**src/rtl/scale_down_nx_2ppc.sv**
```systemverilog
// scale_down_nx_2ppc
// Purpose: 2-pixel-per-clock RGB downscaler for the camera path. It keeps one
// input row in SCALE and turns every SCALE input pixels into one output pixel.
// Each output pixel is either the first pixel of its group (MODE=0) or the
// round-half-up average of the group (MODE=1). Two output pixels are packed
// into one output beat, and the output beat coordinates are produced with it.
// The position of a pixel inside a word is taken only from in_x. Gaps in
// in_valid and lines that end early therefore do not upset the phase.
// Ports:
//   clk, rst_n          pixel clock, synchronous active-low reset
//   in_x, in_y          input beat index within the line, input line index
//   in_red/green/blue   two pixels per beat; the low half is the even pixel
//   in_valid            beat qualifier; it may drop on any cycle
//   out_x, out_y        output beat index within the line, output line index
//   out_red/green/blue  two output pixels; the low half is the earlier pixel
//   out_valid           one-cycle strobe for each finished output beat
module scale_down_nx_2ppc #(
  parameter int P_DEPTH        = 8,
  parameter int IN_FRAME_WIDTH = 1080,
  parameter int SCALE          = 2,
  parameter int MODE           = 0
) (
  input  logic                 clk,
  input  logic                 rst_n,
  input  logic [10:0]          in_x,
  input  logic [10:0]          in_y,
  input  logic [2*P_DEPTH-1:0] in_red,
  input  logic [2*P_DEPTH-1:0] in_green,
  input  logic [2*P_DEPTH-1:0] in_blue,
  input  logic                 in_valid,
  output logic [10:0]          out_x,
  output logic [10:0]          out_y,
  output logic [2*P_DEPTH-1:0] out_red,
  output logic [2*P_DEPTH-1:0] out_green,
  output logic [2*P_DEPTH-1:0] out_blue,
  output logic                 out_valid
);

  localparam int SH = (SCALE == 4) ? 2 : 1;   // log2(SCALE)
  localparam int AW = P_DEPTH + 2;            // large enough for a four-pixel sum
  localparam int PW = 2 * P_DEPTH;

  generate
    if (SCALE != 2 && SCALE != 4) begin : g_bad_scale
      $error("scale_down_nx_2ppc: SCALE must be 2 or 4");
    end
    if ((IN_FRAME_WIDTH % (2 * SCALE)) != 0) begin : g_bad_width
      $error("scale_down_nx_2ppc: IN_FRAME_WIDTH must be a multiple of 2*SCALE");
    end
  endgenerate

  // Adds the two pixels of one beat.
  function automatic logic [AW-1:0] pair_sum(input logic [PW-1:0] beat);
    pair_sum = {2'b00, beat[P_DEPTH-1:0]} + {2'b00, beat[PW-1:P_DEPTH]};
  endfunction

  // Averages the two pixels of one beat, rounding half up.
  function automatic logic [P_DEPTH-1:0] avg2(input logic [PW-1:0] beat);
    logic [AW-1:0] t;
    t    = pair_sum(beat) + AW'(1);
    avg2 = t[P_DEPTH:1];
  endfunction

  // Averages a stored pixel pair and the current beat, rounding half up.
  function automatic logic [P_DEPTH-1:0] avg4(input logic [AW-1:0] acc,
                                              input logic [PW-1:0] beat);
    logic [AW-1:0] t;
    t    = acc + pair_sum(beat) + AW'(2);
    avg4 = t[P_DEPTH+1:2];
  endfunction

  logic [PW-1:0]      beat_s [3];
  logic [P_DEPTH-1:0] pix_s  [3];
  logic [P_DEPTH-1:0] lsb_r  [3];
  logic               lsb_vld_r;
  logic               keep_s;
  logic               slot_s;
  logic               pix_done_s;
  logic               word_done_s;

  assign beat_s[0] = in_red;
  assign beat_s[1] = in_green;
  assign beat_s[2] = in_blue;

  // Accept a beat only on kept rows. slot_s selects the half of the output word.
  always_comb begin
    keep_s      = 1'b0;
    slot_s      = in_x[SH-1];
    if (in_valid && (in_y[SH-1:0] == {SH{1'b0}})) begin
      keep_s = 1'b1;
    end else begin
      keep_s = 1'b0;
    end
    word_done_s = pix_done_s && slot_s && lsb_vld_r;
  end

  generate
    if (SCALE == 4) begin : g_s4
      logic even_vld_r;

      // Record whether the even beat of the current pair has been seen.
      // The odd beat finishes the pixel only when it has.
      always_ff @(posedge clk) begin
        if (!rst_n) begin
          even_vld_r <= 1'b0;
        end else if (keep_s) begin
          even_vld_r <= ~in_x[0];
        end else begin
          even_vld_r <= even_vld_r;
        end
      end

      assign pix_done_s = keep_s && in_x[0] && even_vld_r;

      if (MODE == 1) begin : g_avg
        logic [AW-1:0] acc_r [3];

        // Store the sum of the even beat's two pixels until the odd beat arrives.
        always_ff @(posedge clk) begin
          if (!rst_n) begin
            for (int c = 0; c < 3; c++) acc_r[c] <= {AW{1'b0}};
          end else if (keep_s && !in_x[0]) begin
            for (int c = 0; c < 3; c++) acc_r[c] <= pair_sum(beat_s[c]);
          end else begin
            for (int c = 0; c < 3; c++) acc_r[c] <= acc_r[c];
          end
        end

        // Average of the four pixels in the pair.
        always_comb begin
          for (int c = 0; c < 3; c++) pix_s[c] = {P_DEPTH{1'b0}};
          for (int c = 0; c < 3; c++) pix_s[c] = avg4(acc_r[c], beat_s[c]);
        end
      end else begin : g_nn
        logic [P_DEPTH-1:0] nn_r [3];

        // Store the low pixel of the even beat; it is the pixel sent out.
        always_ff @(posedge clk) begin
          if (!rst_n) begin
            for (int c = 0; c < 3; c++) nn_r[c] <= {P_DEPTH{1'b0}};
          end else if (keep_s && !in_x[0]) begin
            for (int c = 0; c < 3; c++) nn_r[c] <= beat_s[c][P_DEPTH-1:0];
          end else begin
            for (int c = 0; c < 3; c++) nn_r[c] <= nn_r[c];
          end
        end

        // Output the stored pixel.
        always_comb begin
          for (int c = 0; c < 3; c++) pix_s[c] = {P_DEPTH{1'b0}};
          for (int c = 0; c < 3; c++) pix_s[c] = nn_r[c];
        end
      end
    end else begin : g_s2
      assign pix_done_s = keep_s;

      // Each beat becomes one pixel: its low pixel, or the average of its two pixels.
      always_comb begin
        for (int c = 0; c < 3; c++) pix_s[c] = {P_DEPTH{1'b0}};
        for (int c = 0; c < 3; c++) begin
          if (MODE == 1) begin
            pix_s[c] = avg2(beat_s[c]);
          end else begin
            pix_s[c] = beat_s[c][P_DEPTH-1:0];
          end
        end
      end
    end

    if (MODE == 0) begin : g_nn_sink
      // Nearest neighbour never uses the odd pixel of a beat.
      logic unused_hi_s;
      assign unused_hi_s = ^{in_red[PW-1:P_DEPTH], in_green[PW-1:P_DEPTH],
                             in_blue[PW-1:P_DEPTH]};
    end
  endgenerate

  // Hold the slot-0 pixel until slot 1 completes the word. A beat with
  // in_x==0 clears any half-finished word left by a line that ended early.
  always_ff @(posedge clk) begin
    if (!rst_n) begin
      lsb_vld_r <= 1'b0;
      for (int c = 0; c < 3; c++) lsb_r[c] <= {P_DEPTH{1'b0}};
    end else if (pix_done_s && !slot_s) begin
      lsb_vld_r <= 1'b1;
      for (int c = 0; c < 3; c++) lsb_r[c] <= pix_s[c];
    end else if (word_done_s || (keep_s && (in_x == 11'd0))) begin
      lsb_vld_r <= 1'b0;
      for (int c = 0; c < 3; c++) lsb_r[c] <= lsb_r[c];
    end else begin
      lsb_vld_r <= lsb_vld_r;
      for (int c = 0; c < 3; c++) lsb_r[c] <= lsb_r[c];
    end
  end

  // Output register: pulse out_valid for a finished word; otherwise hold the data.
  always_ff @(posedge clk) begin
    if (!rst_n) begin
      out_valid <= 1'b0;
      out_x     <= 11'd0;
      out_y     <= 11'd0;
      out_red   <= {PW{1'b0}};
      out_green <= {PW{1'b0}};
      out_blue  <= {PW{1'b0}};
    end else if (word_done_s) begin
      out_valid <= 1'b1;
      out_x     <= in_x >> SH;
      out_y     <= in_y >> SH;
      out_red   <= {pix_s[0], lsb_r[0]};
      out_green <= {pix_s[1], lsb_r[1]};
      out_blue  <= {pix_s[2], lsb_r[2]};
    end else begin
      out_valid <= 1'b0;
      out_x     <= out_x;
      out_y     <= out_y;
      out_red   <= out_red;
      out_green <= out_green;
      out_blue  <= out_blue;
    end
  end

endmodule

```
**config.mk**
```make
export PLATFORM = sky130hd
export DESIGN_NAME = scale_down_nx_2ppc
export DESIGN_NICKNAME = d
export VERILOG_FILES = /design/src/rtl/scale_down_nx_2ppc.sv
export SDC_FILE = /design/constraint.sdc
export NUM_CORES = 1
export LEC_CHECK = 0
export ABC_AREA = 1
export BUFFER_PORTS_ARGS = -buffer_cell sky130_fd_sc_hd__buf_2
export CORE_MARGIN = 1
export CORE_UTILIZATION = 49
export CTS_CLUSTER_DIAMETER = 200
export DETAILED_ROUTE_END_ITERATION = 6
export HOLD_SLACK_MARGIN = 0.08
export PLACE_DENSITY = 0.92
export RECOVER_POWER = 100
export SETUP_SLACK_MARGIN = 0.02
export SKIP_LAST_GASP = 1
export SYNTH_ARGS = -nofsm -noshare
export SYNTH_HDL_FRONTEND = slang
export SYNTH_SLANG_ARGS = --single-unit
```
**constraint.sdc**
```tcl
create_clock -name clk -period 4.2 [get_ports clk]
set_clock_uncertainty 0.2 [all_clocks]
set_input_delay 0.63 -clock clk [delete_from_list [all_inputs] [get_ports clk]]
set_output_delay 0.63 -clock clk [all_outputs]
set_load 0.005 [all_outputs]
```
# ---- Word level (Yosys, flattened, before mapping)
# Memory sizes are Yosys's and may differ from the RTL's.
# Index checks and enable logic that the tools add are counted.
dict set report classes {
  n_bitwise 10
  mul 0
  reduce_logical 9
  addsub 0
  n_mux 25
  shifts 0
  div 0
  eq_ne 0
  n_lt_le_gt_ge 0
}
# operator count
set op_table {}
lappend op_table {{two-way mux 8 bit} 9}
lappend op_table {{two-way mux 1 bit} 16}
lappend op_table {{zero test 11 bit} 1}
lappend op_table {{OR 1 bit} 9}
lappend op_table {{logical AND 1 bit} 5}
lappend op_table {{nonzero test 2 bit} 1}
lappend op_table {{zero test 1 bit} 1}
lappend op_table {{logical OR 1 bit} 1}
lappend op_table {{NOT 1 bit} 1}
dict set report word_totals {
  latchBits 0
  ram_bits 24
  regBits 70
  elab_cells 52
  romBits 0
  n_memories 1
}
# memory depth width rd rd_ports_with_merged_regs write_ports line
set memory_table {}
lappend memory_table {lsb_r 3 8 3 0 3 74} ;# logic [P_DEPTH-1:0] lsb_r [3];

# ---- Depth between registers and ports, before layout
dict set report logic_depth {
  ltp_word 12
  ltp_mapped 7
  depth_no_buf 5
}

# ---- Worst setup path before layout
# Ideal clock, no wire load.
dict set report synth_path {
  kind {input to register}
  startpoint {in in_y[0]}
  endpoint {mem lsb_r[0][0] (enable)}
  arrival_time_ps 2490
  path_stages 3
  slack_ps 1072
  setup_ps 438
  path_cell_list {inv_2 > nand2_2 > o21ai_0}
}
# element line
set synth_rtl {}
lappend synth_rtl {{start: declaration} 26} ;# input logic [10:0] in_y,
lappend synth_rtl {{end: declaration} 74}

# ---- Final worst setup path
dict set report layout_path {
  startpoint {in in_x[0]}
  endpoint {reg out_green[13]}
}
dict set report layout_via {
  elab_chain_cells 2
}
# element line
set layout_rtl {}
lappend layout_rtl {{start: declaration} 25} ;# input logic [10:0] in_x,
lappend layout_rtl {{logical AND 1 bit (2 in a row)} 94} ;# word_done_s = pix_done_s && slot_s && lsb_vld_r;
lappend layout_rtl {{end signal: assignment} 203} ;# out_green <= {PW{1'b0}};
lappend layout_rtl {{end signal: assignment} 210} ;# out_green <= {pix_s[1], lsb_r[1]};
lappend layout_rtl {{end signal: assignment} 217} ;# out_green <= out_green;
lappend layout_rtl {{end: declaration} 34} ;# output logic [2*P_DEPTH-1:0] out_green,
# No other way between the ends.
# A chain may end at the register's enable or synchronous reset.

==> reports/qor.csv <==
stage;metric;value;unit
status;status;finished, violations left;
status;failing checks;capacitance limit, slew limit;
placed_design;IO buf count;117;
clocking;Resized Gates After CTS;0;
sta;Tcrit/Tclk final;0.675;
placed_design;pre-CTS WS;1.75;ns
sta;Worst-Margin Slew;2.06;ns
floorplan;std cell rows;31;
synthesis;Post-synth EDFFs;24;
floorplan;Die H;90.6;um
layout;# nets final;678;
sta;Final setup viols;0;
critical_path;critical path class;in -> reg;
synthesis;Synth Area in Adders;0;
synthesis;cell accounting for the most synthesized area;dfxtp_1;
synthesis;mapped cell area;3850;um^2
route;TritonRoute pass-1 iters;4;
layout;final instance area;4550;um^2
layout;ant diodes;0;
layout;share of layout cells above drive strength 1;0.180;
critical_path;WP data arrival;2.87;ns
floorplan;Die X;90.6;um
synthesis;warnings from Yosys;0;
clocking;Post-CTS Setup Bufs;0;
clocking;Post-CTS Hold Buffers;0;
clocking;CTS tree;done;
critical_path;highest-delay cell along the critical path;inv_1;
sta;Fin. Hold Viols;0;
sta;Slew HR;-0.372;
critical_path;Setup crit start kind;input pin;
critical_path;Worst Path Max Fanout;68;
hold_path;Hold Crit Class;reg -> reg;
grt;vias in the first global route;3311;
layout;P&R area growth vs syn;18.2;%
synthesis;Async SR Flop Fraction;0;
critical_path;CP dominant cell by count;nand2_1;
route;Post-route DRC;0;
grt;initial antenna violation count;0;
route;Via density;4.70;
sta;min Tclk post-route;2.83;ns
synthesis;complex-gate fraction of the synthesized area;0.00130;
sta;RSZ-0062 raised after global routing;no;
critical_path;crit-path max cell delay;1.48;ns
synthesis;Post-synth top cells;161 x nor2_1, 70 x dfxtp_1, 70 x nand2_1;
clocking;clock buffer depth;2;
layout;fillers;679;
synthesis;sequential area share after synthesis;0.551;
route;Antenna Violating Nets Remaining;0;
clocking;Num CTS Buffers;9;
critical_path;Req. time, crit path;4.24;ns
placed_design;GP Congestion;0.749;
sta;final setup margin;1.37;ns
layout;Util after Layout;0.614;
pwr;Tot Pwr;1.67;mW
run;MaxCap Viol Count;1;
synthesis;main combinational cell family by area after synthesis;simple AND/OR/NAND/NOR gates;
grt;largest net degree at the start of global routing;69;
synthesis;Main synth FF type;dfxtp_1;
placed_design;DPL Wire Length;5750;um
synthesis;most common cell in the synthesized netlist;nor2_1;
clocking;CTS Sinks;94;
route;drt initial violations;137;
synthesis;number of distinct library cells after synthesis;18;
grt;Total GRT Usage;0.215;
route;detailed-route via count;3334;
synthesis;#FFs+latches synth;94;
grt;total grt overflow;0;
clocking;H-tree levels;3;
clocking;CTS Root Cell;clkbuf_8;
pwr;Static Leak;2.24;nW
critical_path;worst-path cell chain;clkbuf_1 > nand2_1 > inv_1 > nand3_1 > nand2_1 > nor2_1;
critical_path;CP Capture Type;flip-flop;
synthesis;Avg Cell Area, Syn;7.62;um^2
sta;Final Max Slew Viols;69;
floorplan;CORE AREA;7410;um^2
floorplan;Initial Util;0.520;
sta;Fin Setup TNS;0;ns
sta;Peak Freq;353;MHz
grt;first-pass GRT wire length;14300;um
pwr;pwr dens;366;nW/um^2
route;Avg WL per Cell;11.8;um
floorplan;# IOs;144;
synthesis;xor and xnor area share after synthesis;0;
synthesis;Post-Synth Simple-Gate Area;0.325;
synthesis;Cells after Synth;505;
clocking;Skew-Pair Late Insertion Delay;0.34;ns
placed_design;Placement Cell Area;4400;um^2
synthesis;ranking of synthesized cells by area;dfxtp_1 36%, edfxtp_1 19%, nor2_1 16%;
clocking;Worst-path clk slew;0.08;ns
pwr;Peak VDD IR;0.205;mV
floorplan;Die ar.;8220;um^2
synthesis;Synth top area share;0.364;
route;total wire length;8370;um
synthesis;mux cell area share after synthesis;0;
-- per-stage QoR --
step                      cells  hold WS [ns]
after floorplan             506         0.260
after global placement      693         0.257
after detailed placement    693         0.267
after CTS                   709         0.285
after global routing        709         0.310
final                       709         0.277
-- per-layer routing --
layer | part of all wire | vias to the layer above | track usage | routed length [um]
li1 | - | 1712 | - | -
met1 | 0.44 | 1512 | 0.245 | 3690
met2 | 0.50 | 92 | 0.388 | 4210
met3 | 0.034 | 18 | 0.0269 | 283
met4 | 0.023 | 0 | 0.114 | 189
met5 | 0 | - | 0 | 0
-- worst max-delay path: cells and delay by family --
| family | cells | cell delay [ns] |
|---|---|---|
| buf+inv | 2 | 1.62 |
| simple gates | 4 | 0.59 |
-- power breakdown --
| group | internal, mW | total [mW] | switching [mW] |
|---|---|---|---|
| logic | 0.0443 | 0.122 | 0.0777 |
| registers | 0.953 | 0.961 | 0.00859 |
| clock network | 0.284 | 0.583 | 0.299 |
-- registers in the layout (all words and copies together) (netlist names) --
name	flops
out_y	10
out_green	16
lsb_r	24
out_valid	1
out_red	16
out_x	10
out_blue	16
lsb_vld_r	1
-- cells in the final DEF (no fill, tap or decap) --
master,n
nor2_1,161
buf_2,87
nand2_1,71
dfxtp_1,70
inv_1,69
nand3_1,69
clkbuf_1,31
edfxtp_1,24
clkbuf_8,11
buf_4,4
inv_2,2
nor2_4,2
conb_1,2
nand2_2,1
o21ai_0,1
nor3b_1,1
clkinv_2,1
clkbuf_16,1
clkinvlp_4,1
buf_1,1
-- final cells by class --
cell class	count	area [um^2]	share of cell area
Clock buffer	14	184	0.0404
Clock inverter	2	12.5	0.00275
Inverter	71	267	0.0585
Multi-Input combinational cell	308	1260	0.278
Sequential cell	94	2120	0.466
Tap cell	99	124	0.0272
Timing Repair Buffer	121	578	0.127
-- final timing paths --
kind	start	endpoint	slack, ns	cells after the start
hold reg to reg	lsb_vld_r$_SDFFE_PN0P_	lsb_vld_r$_SDFFE_PN0P_	0.28	2
hold / removal	lsb_vld_r$_SDFFE_PN0P_	lsb_vld_r$_SDFFE_PN0P_	0.28	2
setup reg to reg	lsb_vld_r$_SDFFE_PN0P_	out_green[13]$_SDFFE_PN0P_	1.48	5
setup / recovery	in_x[0]	out_green[13]$_SDFFE_PN0P_	1.37	6
-- kinds of logic after synthesis --
family,count (synthesis)
AO/OA/AOI/OAI,1
flip-flops,94
AND/OR/NAND/NOR,305
other,1
buffers and inverters,104
(Power assumes the default switching activity.)
